### src/rtl/pipe_muldiv_unit_if.sv
// EXE-stage <-> multiply/divide unit bus: request, mthi/mtlo writes and HI/LO readback.
interface pipe_muldiv_unit_if #(
    parameter int XLEN = 32
);
    logic            start;
    logic [1:0]      op;
    logic [XLEN-1:0] a;
    logic [XLEN-1:0] b;
    logic            hi_we;
    logic            lo_we;
    logic [XLEN-1:0] wdata;
    logic            busy;
    logic            done;
    logic [XLEN-1:0] hi;
    logic [XLEN-1:0] lo;

    modport master (
        output start, op, a, b, hi_we, lo_we, wdata,
        input  busy, done, hi, lo
    );

    modport slave (
        input  start, op, a, b, hi_we, lo_we, wdata,
        output busy, done, hi, lo
    );
endinterface

### src/rtl/pipe_muldiv_unit.sv
// Iterative mult/multu/div/divu unit owning HI/LO: radix-2 shift-add multiply,
// restoring divide on magnitudes, sign fix-up in a final cycle.
module pipe_muldiv_unit #(
    parameter int XLEN  = 32,
    parameter int CNT_W = 6
) (
    input  logic                 clock,
    input  logic                 reset,
    pipe_muldiv_unit_if.slave    bus
);
    typedef enum logic [1:0] {
        ST_IDLE = 2'b00,
        ST_RUN  = 2'b01,
        ST_FIX  = 2'b10
    } state_t;

    state_t              state_r;
    logic [1:0]          op_r;
    logic [XLEN-1:0]     divisor_r;     // multiplicand for mul, divisor for div
    logic [2*XLEN-1:0]   acc_r;         // mul: {partial, multiplier}; div: {rem, quo}
    logic [CNT_W-1:0]    cnt_r;
    logic                sign_q_r;
    logic                sign_r_r;
    logic                dz_r;
    logic [XLEN-1:0]     dz_a_r;
    logic                busy_r;
    logic                done_r;
    logic [XLEN-1:0]     hi_r;
    logic [XLEN-1:0]     lo_r;

    logic                is_signed_s;
    logic [XLEN-1:0]     a_mag_s;
    logic [XLEN-1:0]     b_mag_s;
    logic [XLEN:0]       mul_sum_s;
    logic [XLEN:0]       div_shift_s;
    logic [XLEN:0]       div_diff_s;
    logic [2*XLEN-1:0]   acc_next_s;
    logic [2*XLEN-1:0]   prod_fix_s;
    logic [XLEN-1:0]     quo_fix_s;
    logic [XLEN-1:0]     rem_fix_s;
    logic [XLEN-1:0]     hi_res_s;
    logic [XLEN-1:0]     lo_res_s;

    // Operand magnitudes for the request presented on the bus.
    always_comb begin
        is_signed_s = ~bus.op[0];
        if (is_signed_s && bus.a[XLEN-1]) begin
            a_mag_s = -bus.a;
        end else begin
            a_mag_s = bus.a;
        end
        if (is_signed_s && bus.b[XLEN-1]) begin
            b_mag_s = -bus.b;
        end else begin
            b_mag_s = bus.b;
        end
    end

    // One multiply or divide iteration on the accumulator.
    always_comb begin
        mul_sum_s   = {1'b0, acc_r[2*XLEN-1:XLEN]};
        div_shift_s = acc_r[2*XLEN-1:XLEN-1];
        div_diff_s  = div_shift_s - {1'b0, divisor_r};
        if (acc_r[0]) begin
            mul_sum_s = {1'b0, acc_r[2*XLEN-1:XLEN]} + {1'b0, divisor_r};
        end else begin
            mul_sum_s = {1'b0, acc_r[2*XLEN-1:XLEN]};
        end
        if (!op_r[1]) begin
            acc_next_s = {mul_sum_s, acc_r[XLEN-1:1]};
        end else if (!div_diff_s[XLEN]) begin
            acc_next_s = {div_diff_s[XLEN-1:0], acc_r[XLEN-2:0], 1'b1};
        end else begin
            acc_next_s = {div_shift_s[XLEN-1:0], acc_r[XLEN-2:0], 1'b0};
        end
    end

    // Sign correction and final HI/LO selection; divide-by-zero bypasses it.
    always_comb begin
        if (sign_q_r) begin
            prod_fix_s = -acc_r;
            quo_fix_s  = -acc_r[XLEN-1:0];
        end else begin
            prod_fix_s = acc_r;
            quo_fix_s  = acc_r[XLEN-1:0];
        end
        if (sign_r_r) begin
            rem_fix_s = -acc_r[2*XLEN-1:XLEN];
        end else begin
            rem_fix_s = acc_r[2*XLEN-1:XLEN];
        end
        if (dz_r) begin
            hi_res_s = dz_a_r;
            lo_res_s = {XLEN{1'b1}};
        end else if (op_r[1]) begin
            hi_res_s = rem_fix_s;
            lo_res_s = quo_fix_s;
        end else begin
            hi_res_s = prod_fix_s[2*XLEN-1:XLEN];
            lo_res_s = prod_fix_s[XLEN-1:0];
        end
    end

    // Control FSM, datapath registers and HI/LO.
    always_ff @(posedge clock or posedge reset) begin
        if (reset) begin
            state_r   <= ST_IDLE;
            op_r      <= 2'b00;
            divisor_r <= '0;
            acc_r     <= '0;
            cnt_r     <= '0;
            sign_q_r  <= 1'b0;
            sign_r_r  <= 1'b0;
            dz_r      <= 1'b0;
            dz_a_r    <= '0;
            busy_r    <= 1'b0;
            done_r    <= 1'b0;
            hi_r      <= '0;
            lo_r      <= '0;
        end else begin
            case (state_r)
                ST_IDLE: begin
                    done_r <= 1'b0;
                    if (bus.start) begin
                        op_r      <= bus.op;
                        divisor_r <= b_mag_s;
                        acc_r     <= {{XLEN{1'b0}}, a_mag_s};
                        cnt_r     <= '0;
                        sign_q_r  <= is_signed_s & (bus.a[XLEN-1] ^ bus.b[XLEN-1]);
                        sign_r_r  <= is_signed_s & bus.a[XLEN-1];
                        dz_r      <= bus.op[1] & (bus.b == {XLEN{1'b0}});
                        dz_a_r    <= bus.a;
                        busy_r    <= 1'b1;
                        state_r   <= ST_RUN;
                    end else begin
                        if (bus.hi_we) begin
                            hi_r <= bus.wdata;
                        end
                        if (bus.lo_we) begin
                            lo_r <= bus.wdata;
                        end
                    end
                end
                ST_RUN: begin
                    acc_r <= acc_next_s;
                    cnt_r <= cnt_r + {{(CNT_W-1){1'b0}}, 1'b1};
                    if (cnt_r == CNT_W'(XLEN-1)) begin
                        state_r <= ST_FIX;
                    end
                end
                ST_FIX: begin
                    hi_r    <= hi_res_s;
                    lo_r    <= lo_res_s;
                    cnt_r   <= '0;
                    busy_r  <= 1'b0;
                    done_r  <= 1'b1;
                    state_r <= ST_IDLE;
                end
                default: begin
                    state_r <= ST_IDLE;
                    busy_r  <= 1'b0;
                    done_r  <= 1'b0;
                end
            endcase
        end
    end

    assign bus.busy = busy_r;
    assign bus.done = done_r;
    assign bus.hi   = hi_r;
    assign bus.lo   = lo_r;
endmodule
### src/flat_wrapper.sv
// flat-port wrapper written by rule: the top's interface ports become plain ports
module pipe_muldiv_unit_flat 
#(
    parameter int XLEN  = 32,
    parameter int CNT_W = 6
)
  (clock, reset, bus_start, bus_op, bus_a, bus_b, bus_hi_we, bus_lo_we, bus_wdata, bus_busy, bus_done, bus_hi, bus_lo);
  pipe_muldiv_unit_if #(.XLEN(XLEN)) bus_i ();
  input  logic clock;
  input  logic reset;
  input wire logic [$bits(bus_i.start)-1:0] bus_start;
  input wire logic [$bits(bus_i.op)-1:0] bus_op;
  input wire logic [$bits(bus_i.a)-1:0] bus_a;
  input wire logic [$bits(bus_i.b)-1:0] bus_b;
  input wire logic [$bits(bus_i.hi_we)-1:0] bus_hi_we;
  input wire logic [$bits(bus_i.lo_we)-1:0] bus_lo_we;
  input wire logic [$bits(bus_i.wdata)-1:0] bus_wdata;
  output wire logic [$bits(bus_i.busy)-1:0] bus_busy;
  output wire logic [$bits(bus_i.done)-1:0] bus_done;
  output wire logic [$bits(bus_i.hi)-1:0] bus_hi;
  output wire logic [$bits(bus_i.lo)-1:0] bus_lo;
  assign bus_i.start = bus_start;
  assign bus_i.op = bus_op;
  assign bus_i.a = bus_a;
  assign bus_i.b = bus_b;
  assign bus_i.hi_we = bus_hi_we;
  assign bus_i.lo_we = bus_lo_we;
  assign bus_i.wdata = bus_wdata;
  assign bus_busy = bus_i.busy;
  assign bus_done = bus_i.done;
  assign bus_hi = bus_i.hi;
  assign bus_lo = bus_i.lo;
  pipe_muldiv_unit #(.XLEN(XLEN), .CNT_W(CNT_W)) u_core (.clock(clock), .reset(reset), .bus(bus_i));
endmodule
### config.mk
export PLATFORM = sky130hd
export DESIGN_NAME = pipe_muldiv_unit_flat
export DESIGN_NICKNAME = d
export VERILOG_FILES = /design/src/rtl/pipe_muldiv_unit_if.sv /design/src/rtl/pipe_muldiv_unit.sv /design/src/flat_wrapper.sv
export SDC_FILE = /design/constraint.sdc
export NUM_CORES = 1
export LEC_CHECK = 0
export BUFFER_PORTS_ARGS = -buffer_cell sky130_fd_sc_hd__buf_2
export CORE_MARGIN = 2
export CORE_UTILIZATION = 50
export DETAILED_ROUTE_END_ITERATION = 6
export PLACE_DENSITY = 0.7
export SYNTH_ARGS = -nofsm -noshare
export SYNTH_HDL_FRONTEND = slang
export SYNTH_SLANG_ARGS = --single-unit
### constraint.sdc
create_clock -name clock -period 7.7 [get_ports clock]
set_input_delay 0.77 -clock clock [delete_from_list [all_inputs] [get_ports clock]]
set_output_delay 0.77 -clock clock [all_outputs]
set_load 0.02 [all_outputs]
==> impl_metrics.ini, run 1 <==
[sta]
finalHoldViolCount = 0
clock.fmax_mhz = 237
tns_ns = 0
rsz0062_at_grt = no
skew_ns = 0.0307
relSlewSlack_pct = 24.7
worst-slew-pin-transition_ns = 1.13
slew_viol_final = 0
min_period_over_period_pct = 54.8
min_period_ns = 4.22
setup_viol = 0

[die]
dieWidth_um = 183
start_util_pct = 50.6
std_cell_rows = 65
die_y_um = 183
die_area_mm2 = 0.0333
fp.coreArea_mm2 = 0.0315
ioPinCount = 169

[global_routing]
antenna_found_initial = 0
grt_pass1_wl_um = 84300
grt_pass1_vias = 14700
grt_max_degree = 93
track_usage_pct = 32.3
globalRoute.totalOverflow = 0

[clock_tree]
cts_root_buf = clkbuf_16
clockBufferDepth = 3
postCtsHoldBufs = 0
clk_latency_ns = 0.56
cts_tree = yes
postCtsResizedCells = 0
clock_sinks = 206
cts_made_buffers = 26
clk_pin_slew_ns = 0.05
ctsHtreeMaxLevel = 1
cts_setup_buffers = 0

[critical_path]
crit_family = compound AO/OA/AOI/OAI gates
path_buf_inv = 2
cp_slowest_cell = dfrtp_1
crit_type = register to register
crit_chain = inv_1 -> ha_1 -> fa_1 -> nor2b_1 -> o31ai_1 -> a211oi_1 -> o31a_1 -> o21ai_1 -> and3_1 -> nor2_2 -> buf_4 -> mux2_2 -> a221o_1
cp_data_required_time_ns = 8.12
path_max_fanout = 17
start_kind = register
crit_path_max_incr_delay_ns = 0.42
critPathCaptureType = register
crit_arrival_ns = 4.63

[yosys]
synth-seq-cells = 206
synth_ff_type = dfrtp_1
yosys_warnings = 0
synth_edf_count = 0
ys_seq_area_share_pct = 32.3
synth_cell_types = 78
synth.avg_cell_area_um2 = 8.07
syn-instance-count = 1975
syn_area_mm2 = 0.0159
async_flop_share_pct = 100
synth_nets = 2149

[finish]
drive_gt1_share_pct = 12.9
stdcell_count = 2487
nNetsFinal = 2243
nFillCells = 2910
syn2layout_area_growth_pct = 12.2
antenna_cells = 0

[run_status]
status = finished with violations
violations = design-rule violations

[routing]
wl_per_cell_um = 22.1
vias = 15800
drt-total-wl_um = 55000
avgViaCountPerCell = 6.34
drc = 3
drt_iter0_markers = 1634
first_pass_iters = 7
ant_nets = 0

[pwr]
peakVddDrop_mv = 0.211
p_per_area_mw_per_mm2 = 420
cellLeakagePower_nw = 7.88

[placed_design]
port_buffers = 168
gp_congestion = 0.995
dp_hpwl_um = 40900
dp_cells = 2443

[worst_hold_path]
min_path_type = input port to async pin

[job]
drv_cap = 0
-- power breakdown --
| part | leakage, nW | internal [mW] | total, mW | switching [mW] |
|---|---|---|---|---|
| clock network | 0.416 | 0.757 | 1.24 | 0.479 |
| registers | 2.53 | 1.43 | 2.02 | 0.595 |
| logic | 4.93 | 1.75 | 4.26 | 2.51 |
| total | 7.88 | 3.93 | 7.52 | 3.58 |
-- stage by stage --
stage          worst slack, ns  hold WS (ns)  utilization [%]  power [mW]  area [um2]
6_report                  3.48         0.297             56.8        7.52       17900
5_1_grt                   3.25         0.368             56.8        8.04       17900
4_1_cts                   3.49         0.341             56.8        7.45       17900
3_5_place_dp              3.55         0.465             54.1        6.19       17000
3_3_place_gp              3.65         0.458             54.1        6.13       17000
2_1_floorplan             1.31         0.445                -        5.02       15900
-- registers in the layout, summed over array words and instances, names as in the netlist, 2 cells and up --
name / count
u_core.state_r: 2
u_core.cnt_r: 6
u_core.dz_a_r: 32
u_core.divisor_r: 32
u_core.bus.lo: 32
u_core.acc_r: 64
u_core.bus.hi: 32
-- cells by family (layout without fill, tap and decap cells) --
| logic type | Yosys count | after routing | share of synthesized area (%) |
|---|---|---|---|
| AND/OR/NAND/NOR | 623 | 623 | 18.2 |
| buffers and inverters | 194 | 304 | 4.65 |
| multiplexers | 73 | 73 | 4.64 |
| AO/OA/AOI/OAI | 650 | 650 | 25.8 |
| XOR/XNOR | 158 | 158 | 8.68 |
| flip-flops | 206 | 206 | 32.3 |
| adder cells (fa/ha/maj) | 71 | 71 | 5.67 |
-- layer usage --
layer | track usage, % | wire [um]
met1 | 42.3 | 22300
met2 | 52.0 | 24700
met3 | 4.31 | 4660
met4 | 17.2 | 3370
met5 | 0 | 0
-- worst paths after layout --
| path | from | end | slack (ns) | depth (start not counted) |
|---|---|---|---|---|
| setup reg to reg | u_core.acc_r[31] | u_core.acc_r[52] | 3.48 | 13 |
| max in group asynchronous | reset | u_core.divisor_r[31] | 6.03 | 3 |
| hold / removal | reset | u_core.bus.lo[4] | 0.30 | 2 |
| min in group clock | bus_a[17] | u_core.dz_a_r[17] | 0.44 | 3 |
| hold reg to reg | u_core.bus.lo[10] | u_core.bus.lo[10] | 0.47 | 2 |
| setup / recovery | u_core.acc_r[31] | u_core.acc_r[52] | 3.48 | 13 |
-- cell usage in the layout (no fill, tap or decap), types with 6 or more instances in the layout --
cell type,instances
o21bai_1,9
buf_2,168
o21ai_1,16
nor2b_1,18
a21oi_1,119
nor3b_1,7
mux2_2,7
nand2_1,312
clkbuf_1,8
o211ai_1,34
nand3_1,31
a31oi_1,20
o22ai_1,40
a22oi_1,15
o31ai_1,28
ha_1,69
a211oi_1,24
nor4_1,16
a21o_1,30
nand4_1,15
dfrtp_1,205
and3_1,13
nor3_1,41
o21ai_0,204
a222oi_1,19
inv_1,65
clkbuf_16,26
xnor2_1,90
nor2_1,91
o21a_1,14
buf_4,25
nand2b_1,14
o221ai_1,13
xor2_1,68
o41ai_1,9
mux2i_1,66
or4_1,6
or3_1,20
-- cells in the mapped netlist, drive strengths merged (7+ instances only) --
library cell	instances	area, um2
o41ai	10	95.1
a21o	30	225
nor3	42	215
a22oi	15	113
o21a	14	105
o221ai	13	114
or4	8	67.6
o211ai	34	255
nor2	93	352
clkbuf	110	413
o21bai	11	82.6
nor3b	7	52.6
o22ai	40	250
nand2b	16	100
a211oi	24	180
ha	69	863
and3	13	81.3
dfrtp	206	5150
nor4	18	125
inv	66	248
mux2	7	78.8
or3	20	125
nand3	31	155
nand4	15	93.8
nor2b	20	125
a222oi	19	190
a21oi	121	613
buf	17	76.3
xor2	68	596
nand2	313	1170
o31ai	28	210
a31oi	20	125
o21ai	220	1100
xnor2	90	788
mux2i	66	661
-- cell type report --
type / count / area [um2] / area share [%]
Sequential cell: 206 / 5160 / 28.8
Clock inverter: 6 / 120 / 0.672
Multi-Input combinational cell: 1575 / 10100 / 56.4
Timing Repair Buffer: 193 / 1030 / 5.75
Inverter: 67 / 259 / 1.45
Clock buffer: 38 / 736 / 4.11
Tap cell: 402 / 503 / 2.81
Power figures use the tool's default switching activity.
==> inputs of run 2 (changes only) <==
ABC_AREA = 1   (was default)
PLACE_DENSITY = 0.69   (was 0.7)
clock period = 4.2 ns   (was 7.7 ns; I/O delays follow)
==> impl_metrics.ini, run 2 <==
[finish]
layout_common_cells = 1010 x nand2_1, 460 x nor2_1, 418 x inv_1, 266 x nand3_1, 244 x a21oi_1
nNetsFinal = 3573
largest_reg_flops = 64
syn2layout_area_growth_pct = 11.4
drive_gt1_share_pct = 8.84
regMostFlops = u_core.acc_r
antenna_cells = 0
final_common_cell = nand2_1

[pwr]
clkPwrFrac_pct = 10.8
p_int_mw = 8.67
p_per_area_mw_per_mm2 = 982
peakVddDrop_mv = 0.996
cellLeakagePower_nw = 11.3
swShare_pct = 58.7
combPwrFrac_pct = 68.8
power_switching_mw = 12.3
power_frac_seq_pct = 20.4

[global_routing]
globalRoute.totalOverflow = 0
antenna_found_initial = 5
grt_pass1_vias = 19900
track_usage_pct = 38.9
grt_pass1_wl_um = 118000
grt_max_degree = 101

[routing]
drc = 1
drt-total-wl_um = 78600
ant_nets = 0
drt_iter0_markers = 2675
vias = 22600
first_pass_iters = 7
wl_per_cell_um = 20.0
avgViaCountPerCell = 5.75

[die]
ioPinCount = 169
start_util_pct = 50.8
die_area_mm2 = 0.0399
dieWidth_um = 200
std_cell_rows = 71
fp.coreArea_mm2 = 0.0378
die_y_um = 200

[sta]
clock.fmax_mhz = 310
min_period_ns = 3.22
setup_viol = 0
min_period_over_period_pct = 76.7
finalHoldViolCount = 0
skew_ns = 0.0218
setup_slack_ns = 0.977
tns_ns = 0
rsz0062_at_grt = no
worst-slew-pin-transition_ns = 1.31
relSlewSlack_pct = 12.6
slew_viol_final = 0

[yosys]
synth_ff_type = dfrtp_1
synthTopCellsByCount = 1011 x nand2_1, 465 x nor2_1, 421 x inv_1, 266 x nand3_1, 245 x a21oi_1
yosys_warnings = 0
netlist_top_cells_area = dfrtp_1 27%, nand2_1 20%, nor2_1 9.1%
async_flop_share_pct = 100
yosys.area.top_type_share_pct = 26.9
synth_edf_count = 0
syn_area_mm2 = 0.0192
syn-instance-count = 3280
synth_nets = 3454
synth_cell_types = 58
synth.avg_cell_area_um2 = 5.85
ys_seq_area_share_pct = 26.9
synth_largest_area_cell = dfrtp_1
yosysMostFrequentCell = nand2_1
synth-seq-cells = 206

[clock_tree]
cts_root_buf = clkbuf_16
cts_made_buffers = 27
clock_sinks = 206
ctsHtreeMaxLevel = 1
clk_latency_ns = 0.57
clockBufferDepth = 3
cts_setup_buffers = 0
clk_pin_slew_ns = 0.07
cts_tree = yes
postCtsHoldBufs = 0
postCtsResizedCells = 0

[critical_path]
cp_data_required_time_ns = 4.69
crit_arrival_ns = 3.71
rr_worst_depth = 17
path_max_fanout = 19
critPathCaptureType = register
start_kind = register
crit_type = register to register

[run_status]
status = finished with violations
violations = design-rule violations

[placed_design]
gp_congestion = 1.01
dp_hpwl_um = 60900
pre_cts_ws_ns = 1.10
port_buffers = 168

[worst_hold_path]
min_path_type = input port to async pin

[job]
drv_cap = 0
-- run 2: changes by cell type in the layout (fill, tap and decap cells not counted), moves of 66 or more --
cell,previous run,this run
inv_1,65,418
mux2i_1,66,0
nand3_1,31,266
a21oi_1,119,244
nand2_1,312,1010
nor2_1,91,460
xnor2_1,90,13
-- run 2: metal layers --
layer	wire length [um]	up-vias	share of wire [%]	track usage [%]
met5	38	-	0.048	0
met4	2100	6	2.7	8.89
met3	11400	144	15	13.5
met2	30000	1323	38	52.0
met1	35000	10400	45	59.2
li1	-	10700	-	-
-- run 2: kinds of logic (layout without fill, tap and decap cells) --
family	count (synthesis)	count (layout)	share of synthesized area [%]
simple gates	1855	1855	40.1
compound gates	564	564	15.5
buf+inv	542	677	10.9
flops	206	206	26.9
fa+ha+maj	71	71	4.71
xor+xnor	42	42	1.92
-- run 2: path summary, 6_finish.rpt --
kind                                    from                    to  slack (ns)
min in group clock                 bus_op[1]        u_core.op_r[1]        0.13
max in group asynchronous              reset      u_core.acc_r[22]        3.14
setup reg to reg            u_core.acc_r[32]      u_core.acc_r[61]        0.98
hold reg to reg            u_core.bus.lo[21]     u_core.bus.lo[21]        0.48
setup / recovery            u_core.acc_r[32]      u_core.acc_r[61]        0.98
hold / removal                         reset  u_core.divisor_r[23]        0.03
-- run 2: stage by stage --
step                      power, mW  utilization [%]  hold WS, ns  cell area, um2  cells
final                          21.0             56.6       0.0306           21400   3926
after global routing           22.6             56.6       0.0915           21400   3926
after CTS                      20.4             56.6       0.0366           21400   3926
after detailed placement       18.1             54.4        0.470           20500   3881
after global placement         17.9             54.4        0.456           20500   3881
after floorplan                13.6                -        0.454           19200   3280
-- run 2: layout make-up --
type | count | area [um2]
sequential | 206 | 5160
tap | 511 | 639
multi-input combinational | 2532 | 12000
fill | 3871 | 16400
clock inverter | 10 | 96.3
clock buffer | 35 | 746
inverter | 430 | 1620
timing repair buffer | 202 | 1130
-- run 2: worst max-delay path, cell delays in order, from the launching register on --
cell	delay (ns)
dfrtp_1	0.67
inv_1	0.29
fa_1	0.46
inv_1	0.07
nand2_1	0.07
nand2_1	0.11
nand3_1	0.10
nand2_2	0.15
nand2_1	0.08
nand2_2	0.10
nand2_4	0.09
nand2_4	0.08
nand2_1	0.09
nand2_4	0.31
nand3_1	0.21
nand2_1	0.14
nand2_1	0.06
nand2_1	0.05
-- run 2: power groups by stage --
stage / sequential (mW) / clock [mW] / combinational, mW
detailed placement: 4.21 / 0 / 13.9
global route: 4.33 / 2.35 / 15.9
global placement: 4.17 / 0 / 13.7
finish: 4.28 / 2.26 / 14.4
CTS: 4.18 / 2.27 / 14.0
floorplan: 4.04 / 0 / 9.59
